===== config.mk =====
export PLATFORM = sky130hd
export DESIGN_NAME = prog_stream_loader
export DESIGN_NICKNAME = d
export VERILOG_FILES = /design/src/rtl/prog_stream_loader.sv
export SDC_FILE = /design/constraint.sdc
export NUM_CORES = 1
export LEC_CHECK = 0
export CORE_ASPECT_RATIO = 0.8
export CORE_MARGIN = 4
export CORE_UTILIZATION = 50
export DETAILED_ROUTE_END_ITERATION = 8
export GPL_TIMING_DRIVEN = 0
export MAX_ROUTING_LAYER = met4
export PLACE_DENSITY = 0.77
export SLEW_MARGIN = 40
export SYNTH_ARGS = -nofsm -noshare
export SYNTH_HDL_FRONTEND = slang
export SYNTH_SLANG_ARGS = --single-unit

===== constraint.sdc =====
create_clock -name clk -period 4 [get_ports clk]
set_input_delay 0.8 -clock clk [delete_from_list [all_inputs] [get_ports clk]]
set_output_delay 0.8 -clock clk [all_outputs]
set_load 0.01 [all_outputs]

===== src/rtl/prog_stream_loader.sv =====
// Program loader: filters a UART byte stream into brainfuck program memory and zero-pads the remainder.
// Optional bracket-balance checking is compiled in with `define PROG_LOADER_BRACKET_CHECK_EN.
module prog_stream_loader #(
  parameter int PROG_ADDR_WIDTH = 14,
  parameter int PROG_LEN        = 16383
) (
  input  logic                       clk,
  input  logic                       resetn,
  input  logic                       load_req,
  input  logic                       rx_valid,
  input  logic [7:0]                 rx_data,
  output logic                       prog_we,
  output logic [PROG_ADDR_WIDTH-1:0] prog_addr,
  output logic [7:0]                 prog_wr,
  output logic                       loaded,
  output logic                       loading,
  output logic [1:0]                 error,
  output logic [PROG_ADDR_WIDTH:0]   prog_count,
  output logic [1:0]                 fsm_state
);

  localparam int PW = PROG_ADDR_WIDTH + 1;
  localparam logic [PW-1:0] LEN = PW'(PROG_LEN);

  typedef enum logic [1:0] {S_IDLE, S_RECV, S_PAD, S_DONE} state_t;

  state_t        state;
  logic [PW-1:0] ptr;
  logic          is_cmd;
  logic          is_term;
  logic          room;
`ifdef PROG_LOADER_BRACKET_CHECK_EN
  logic [PW-1:0] depth;
`endif

  always_comb begin
    is_cmd = 1'b0;
    case (rx_data)
      8'h2B, 8'h2D, 8'h3C, 8'h3E, 8'h2E, 8'h2C, 8'h5B, 8'h5D: is_cmd = 1'b1;
      default: is_cmd = 1'b0;
    endcase
  end

  assign is_term   = (rx_data == 8'h00) || (rx_data == 8'h04);
  assign room      = (ptr < LEN);
  assign fsm_state = state;

  // Write strobe is a one-cycle pulse; address and data hold between writes.
  always_ff @(posedge clk or negedge resetn) begin
    if (!resetn) begin
      state      <= S_IDLE;
      ptr        <= '0;
      prog_we    <= 1'b0;
      prog_addr  <= '0;
      prog_wr    <= '0;
      loaded     <= 1'b0;
      loading    <= 1'b0;
      error      <= '0;
      prog_count <= '0;
`ifdef PROG_LOADER_BRACKET_CHECK_EN
      depth      <= '0;
`endif
    end else begin
      prog_we <= 1'b0;
      case (state)
        S_IDLE: begin
          if (load_req) begin
            loaded     <= 1'b0;
            error      <= '0;
            ptr        <= '0;
            prog_count <= '0;
            loading    <= 1'b1;
`ifdef PROG_LOADER_BRACKET_CHECK_EN
            depth      <= '0;
`endif
            state      <= S_RECV;
          end
        end
        S_RECV: begin
          if (rx_valid) begin
            if (is_cmd && room) begin
              prog_we    <= 1'b1;
              prog_addr  <= ptr[PROG_ADDR_WIDTH-1:0];
              prog_wr    <= rx_data;
              ptr        <= ptr + 1'b1;
              prog_count <= prog_count + 1'b1;
`ifdef PROG_LOADER_BRACKET_CHECK_EN
              if (rx_data == 8'h5B) begin
                depth <= depth + 1'b1;
              end else if (rx_data == 8'h5D) begin
                // An unmatched close is still stored; depth saturates at zero.
                if (depth == '0) error[1] <= 1'b1;
                else             depth    <= depth - 1'b1;
              end
`endif
            end else if (is_cmd || is_term) begin
              if (is_cmd) error[0] <= 1'b1;
`ifdef PROG_LOADER_BRACKET_CHECK_EN
              if (depth != '0) error[1] <= 1'b1;
`endif
              state <= S_PAD;
            end
          end
        end
        S_PAD: begin
          if (room) begin
            prog_we   <= 1'b1;
            prog_addr <= ptr[PROG_ADDR_WIDTH-1:0];
            prog_wr   <= 8'h00;
            ptr       <= ptr + 1'b1;
          end else begin
            state <= S_DONE;
          end
        end
        S_DONE: begin
          loading <= 1'b0;
          if (error == 2'b00) loaded <= 1'b1;
          state <= S_IDLE;
        end
        default: state <= S_IDLE;
      endcase
    end
  end

endmodule


==> flow_metrics.env <==
export IMPL_worstMarginPinSlew_ps=592
export IMPL_cp_cell_sequence="clkdlybuf4s50_1 > nor2b_1 > o211ai_1 > and3_1 > buf_2 > nor3_1 > o21ai_2 > buf_2 > mux2_2"
export IMPL_post_cts_setup_buffers=0
export IMPL_grt_pass1_wl_um=12300
export IMPL_reg2regPathDepth=9
export IMPL_post_drt_wl_per_cell_um=15.8
export IMPL_fin_worst_skew_ps=11.4
export IMPL_cts_root_buf="clkbuf_8"
export IMPL_area_growth_pct=28.3
export IMPL_yosysSeqAreaShare_pct=48.0
export IMPL_grt_start_max_net_pins=32
export IMPL_worstPathArrival_ps=3150
export IMPL_antenna_found_initial=0
export IMPL_rows=25
export IMPL_cts_max_level=3
export IMPL_die_h_um=77.6
export IMPL_relSlewSlack_pct=60.2
export IMPL_finalHoldViolCount=0
export IMPL_grt_most_used_layer="met2"
export IMPL_die_w_um=95.0
export IMPL_grt_overflow=0
export IMPL_cp_common_cell="buf_2"
export IMPL_cp_top_family="buffers and inverters"
export IMPL_cts_resized_gates=0
export IMPL_synth_edf_count=0
export IMPL_use_met1_pct=29.5
export IMPL_clock_tree_buffer_depth=2
export IMPL_syn_inst=305
export IMPL_ir_drop_uv=418
export IMPL_design_die_area_sq_mm=0.00737
export IMPL_synth_distinct_cells=52
export IMPL_drt_pass1_iterations=4
export IMPL_ant_nets=0
export IMPL_place_area_sq_mm=0.00369
export IMPL_gr_usage_met2_pct=32.3
export IMPL_grt_pass1_vias=2504
export IMPL_cts_sinks=58
export IMPL_path_clk_slew_ps=70
export IMPL_p_leak_nw=1.69
export IMPL_yosys_area_top_type="dfrtp_1"
export IMPL_worstReg2RegEnd="ptr[9]$_DFFE_PN0P_"
export IMPL_cellPowerDensity_mw_per_mm2=607
export IMPL_yosys_register_bits=58
export IMPL_grt_usage_pct=21.8
export IMPL_cts_buffers=9
export IMPL_finalCritPeriodShare_pct=73.3
export IMPL_num_vias=2669
export IMPL_slowest_delay_ps=500
export IMPL_routed_wl_um=7210
export IMPL_clkLatencyLatePin_ps=340
export IMPL_crit_required_ps=4220
export IMPL_maxCapViolCount=0
export IMPL_critPathMaxFanout=10
export IMPL_insertedDiodeCount=0
export IMPL_ios=56
export IMPL_yosysWarnings=0
export IMPL_critPathCaptureType="flop"
export IMPL_syn_area_per_cell_sq_um=9.92
export IMPL_synth_area_sq_mm=0.00303
export IMPL_setup_tns_final_ps=0
export IMPL_post_dp_hpwl_um=5090
export IMPL_crit_buf_inv=3
export IMPL_design_area_sq_mm=0.00388
export IMPL_hp_class="input pin to async pin"
export IMPL_max_freq_ghz=0.341
export IMPL_slowest_stage="clkdlybuf4s50_1"
export IMPL_critPathLaunchType="input pin"
export IMPL_gp_congestion=0.867
export IMPL_grt_use_met3_pct=6.10
export IMPL_crit_start="rx_data[1]"
export IMPL_ys_flop_type="dfrtp_1"
export IMPL_status="completed"
export IMPL_cts_tree="built"
export IMPL_synth_top_area_share_pct=48.0
export IMPL_rrSetupSlack_ps=1470
export IMPL_drc_errors=0
export IMPL_vias_per_cell=5.84
export IMPL_port_buffer_count=54
export IMPL_start_util_pct=51.5
export IMPL_final_max_slew_viol_count=0
export IMPL_nNetsFinal=389
export IMPL_core_area_sq_mm=0.00588
export IMPL_worst_setup_path_type="input pin to flop"
export IMPL_finalSetupViolCount=0
export IMPL_cts_hold_buffers=0
export IMPL_rsz0062_at_grt="false"
export IMPL_synth_fp_nets=323
export IMPL_synthArstFlopShare_pct=100
export IMPL_reg2reg_from="fsm_state[0]$_DFFE_PN0P_"
export IMPL_min_period_ps=2930
export IMPL_dr_first_iter_drc_count=214
export IMPL_synth_area_leaders="dfrtp_1, mux2_2, nand2_1, o21ai_0, a31oi_1"
export IMPL_drive_above_1_share_pct=13.0
## flip-flops by register name, summed over array words and instances (netlist names)
register	flops
fsm_state	2
prog_count	15
error	1
prog_we	1
loading	1
ptr	15
prog_addr	14
loaded	1
prog_wr	8
## cell families after synthesis
logic type,count (synthesis),synth area share (%)
compound gates,93,21.6
other cells,1,0.124
flops,58,48.0
fa+ha+maj,6,2.48
mux,16,5.87
simple gates,114,19.1
buf+inv,17,2.89
## area by class of cell
type / count / area (sq um)
plain buffers: 12 / 68.8
clock buffers: 14 / 163
clock inverters: 2 / 35.0
fillers: 502 / 2000
inverters: 5 / 18.8
multi-input cells: 230 / 1490
flip-flops and latches: 58 / 1450
well taps: 81 / 101
repair buffers: 55 / 558
## power by group
group	total (W)	switching, W	internal [W]
logic	0.00107	0.000624	0.000441
registers	0.000749	0.0000708	0.000678
clock network	0.000545	0.000223	0.000322
## stage by stage
step | hold slack [ps] | total power [W] | util (%) | worst slack (ps) | instances
3_3_place_gp | 488 | 0.00179 | 62.4 | 322 | 440
3_5_place_dp | 491 | 0.00182 | 62.7 | 733 | 441
6_report | 374 | 0.00236 | 66.0 | 1070 | 457
4_1_cts | 384 | 0.00237 | 66.0 | 1070 | 457
5_1_grt | 397 | 0.00253 | 66.0 | 947 | 457
2_1_floorplan | 476 | 0.00144 | - | 1620 | 305
## layout by cell type, fill, tap and decap left out, types with 2 or more instances in the layout
cell type        netlist  final
dfrtp_1               58     58
clkdlybuf4s50_1        0     53
nand2_1               39     39
o21ai_0               27     27
nor2_1                16     16
a31oi_1               15     15
nand3_1               14     14
mux2_2                14     14
clkbuf_8               0     11
nor3_1                10     10
a22o_1                10     10
a21oi_1               10     10
clkbuf_1               5      8
o31ai_1                7      7
and3_1                 6      6
ha_1                   6      6
inv_1                  5      5
nor2b_1                5      5
buf_2                  4      4
and4_1                 3      3
o211ai_1               3      3
nand4_1                3      3
nand2b_1               3      3
a211o_1                3      3
nand4b_1               3      3
or3_1                  3      3
buf_6                  2      2
o21ai_2                2      2
a21oi_2                2      2
or2_2                  2      2
mux2i_1                2      2
buf_4                  1      2
## worst max-delay path by stage
| stage | cells after the start | end |
|---|---|---|
| finish | 9 | prog_addr[7]$_DFFE_PN0P_ |
| CTS | 9 | prog_addr[7]$_DFFE_PN0P_ |
| detailed placement | 9 | prog_addr[4]$_DFFE_PN0P_ |
| global route | 9 | prog_addr[9]$_DFFE_PN0P_ |
| global placement | 1 | prog_wr[6]$_DFFE_PN0P_ |
| floorplan | 8 | prog_addr[10]$_DFFE_PN0P_ |
## metal layers
metal  wire length [um]  part of all wire (%)  up-vias
met3                461                   6.4        9
met2               3320                    46       95
met4                 90                   1.2        0
met5                  0                     0        -
li1                   -                     -     1277
met1               3340                    46     1288
## Yosys cell counts (2+ instances only)
cell	count
and4_1	3
a211o_1	3
nand4b_1	3
mux2i_1	2
a31oi_1	15
a21oi_1	10
o211ai_1	3
nand3_1	14
nand4_1	3
o21ai_2	2
or3_1	3
ha_1	6
a21oi_2	2
clkbuf_1	5
inv_1	5
o31ai_1	7
dfrtp_1	58
and3_1	6
nor2b_1	5
or2_2	2
buf_2	4
mux2_2	14
nand2b_1	3
nand2_1	39
a22o_1	10
buf_6	2
nor3_1	10
nor2_1	16
o21ai_0	27
## worst register-to-register path, delay by kind of cell (launching register included)
family,cells,cell delay (ps)
buffers and inverters,3,480
AO/OA/AOI/OAI,2,560
AND/OR/NAND/NOR,3,690
adder cells (fa/ha/maj),1,270
flip-flops,1,420
No activity file was read; power rests on OpenSTA's default activity.
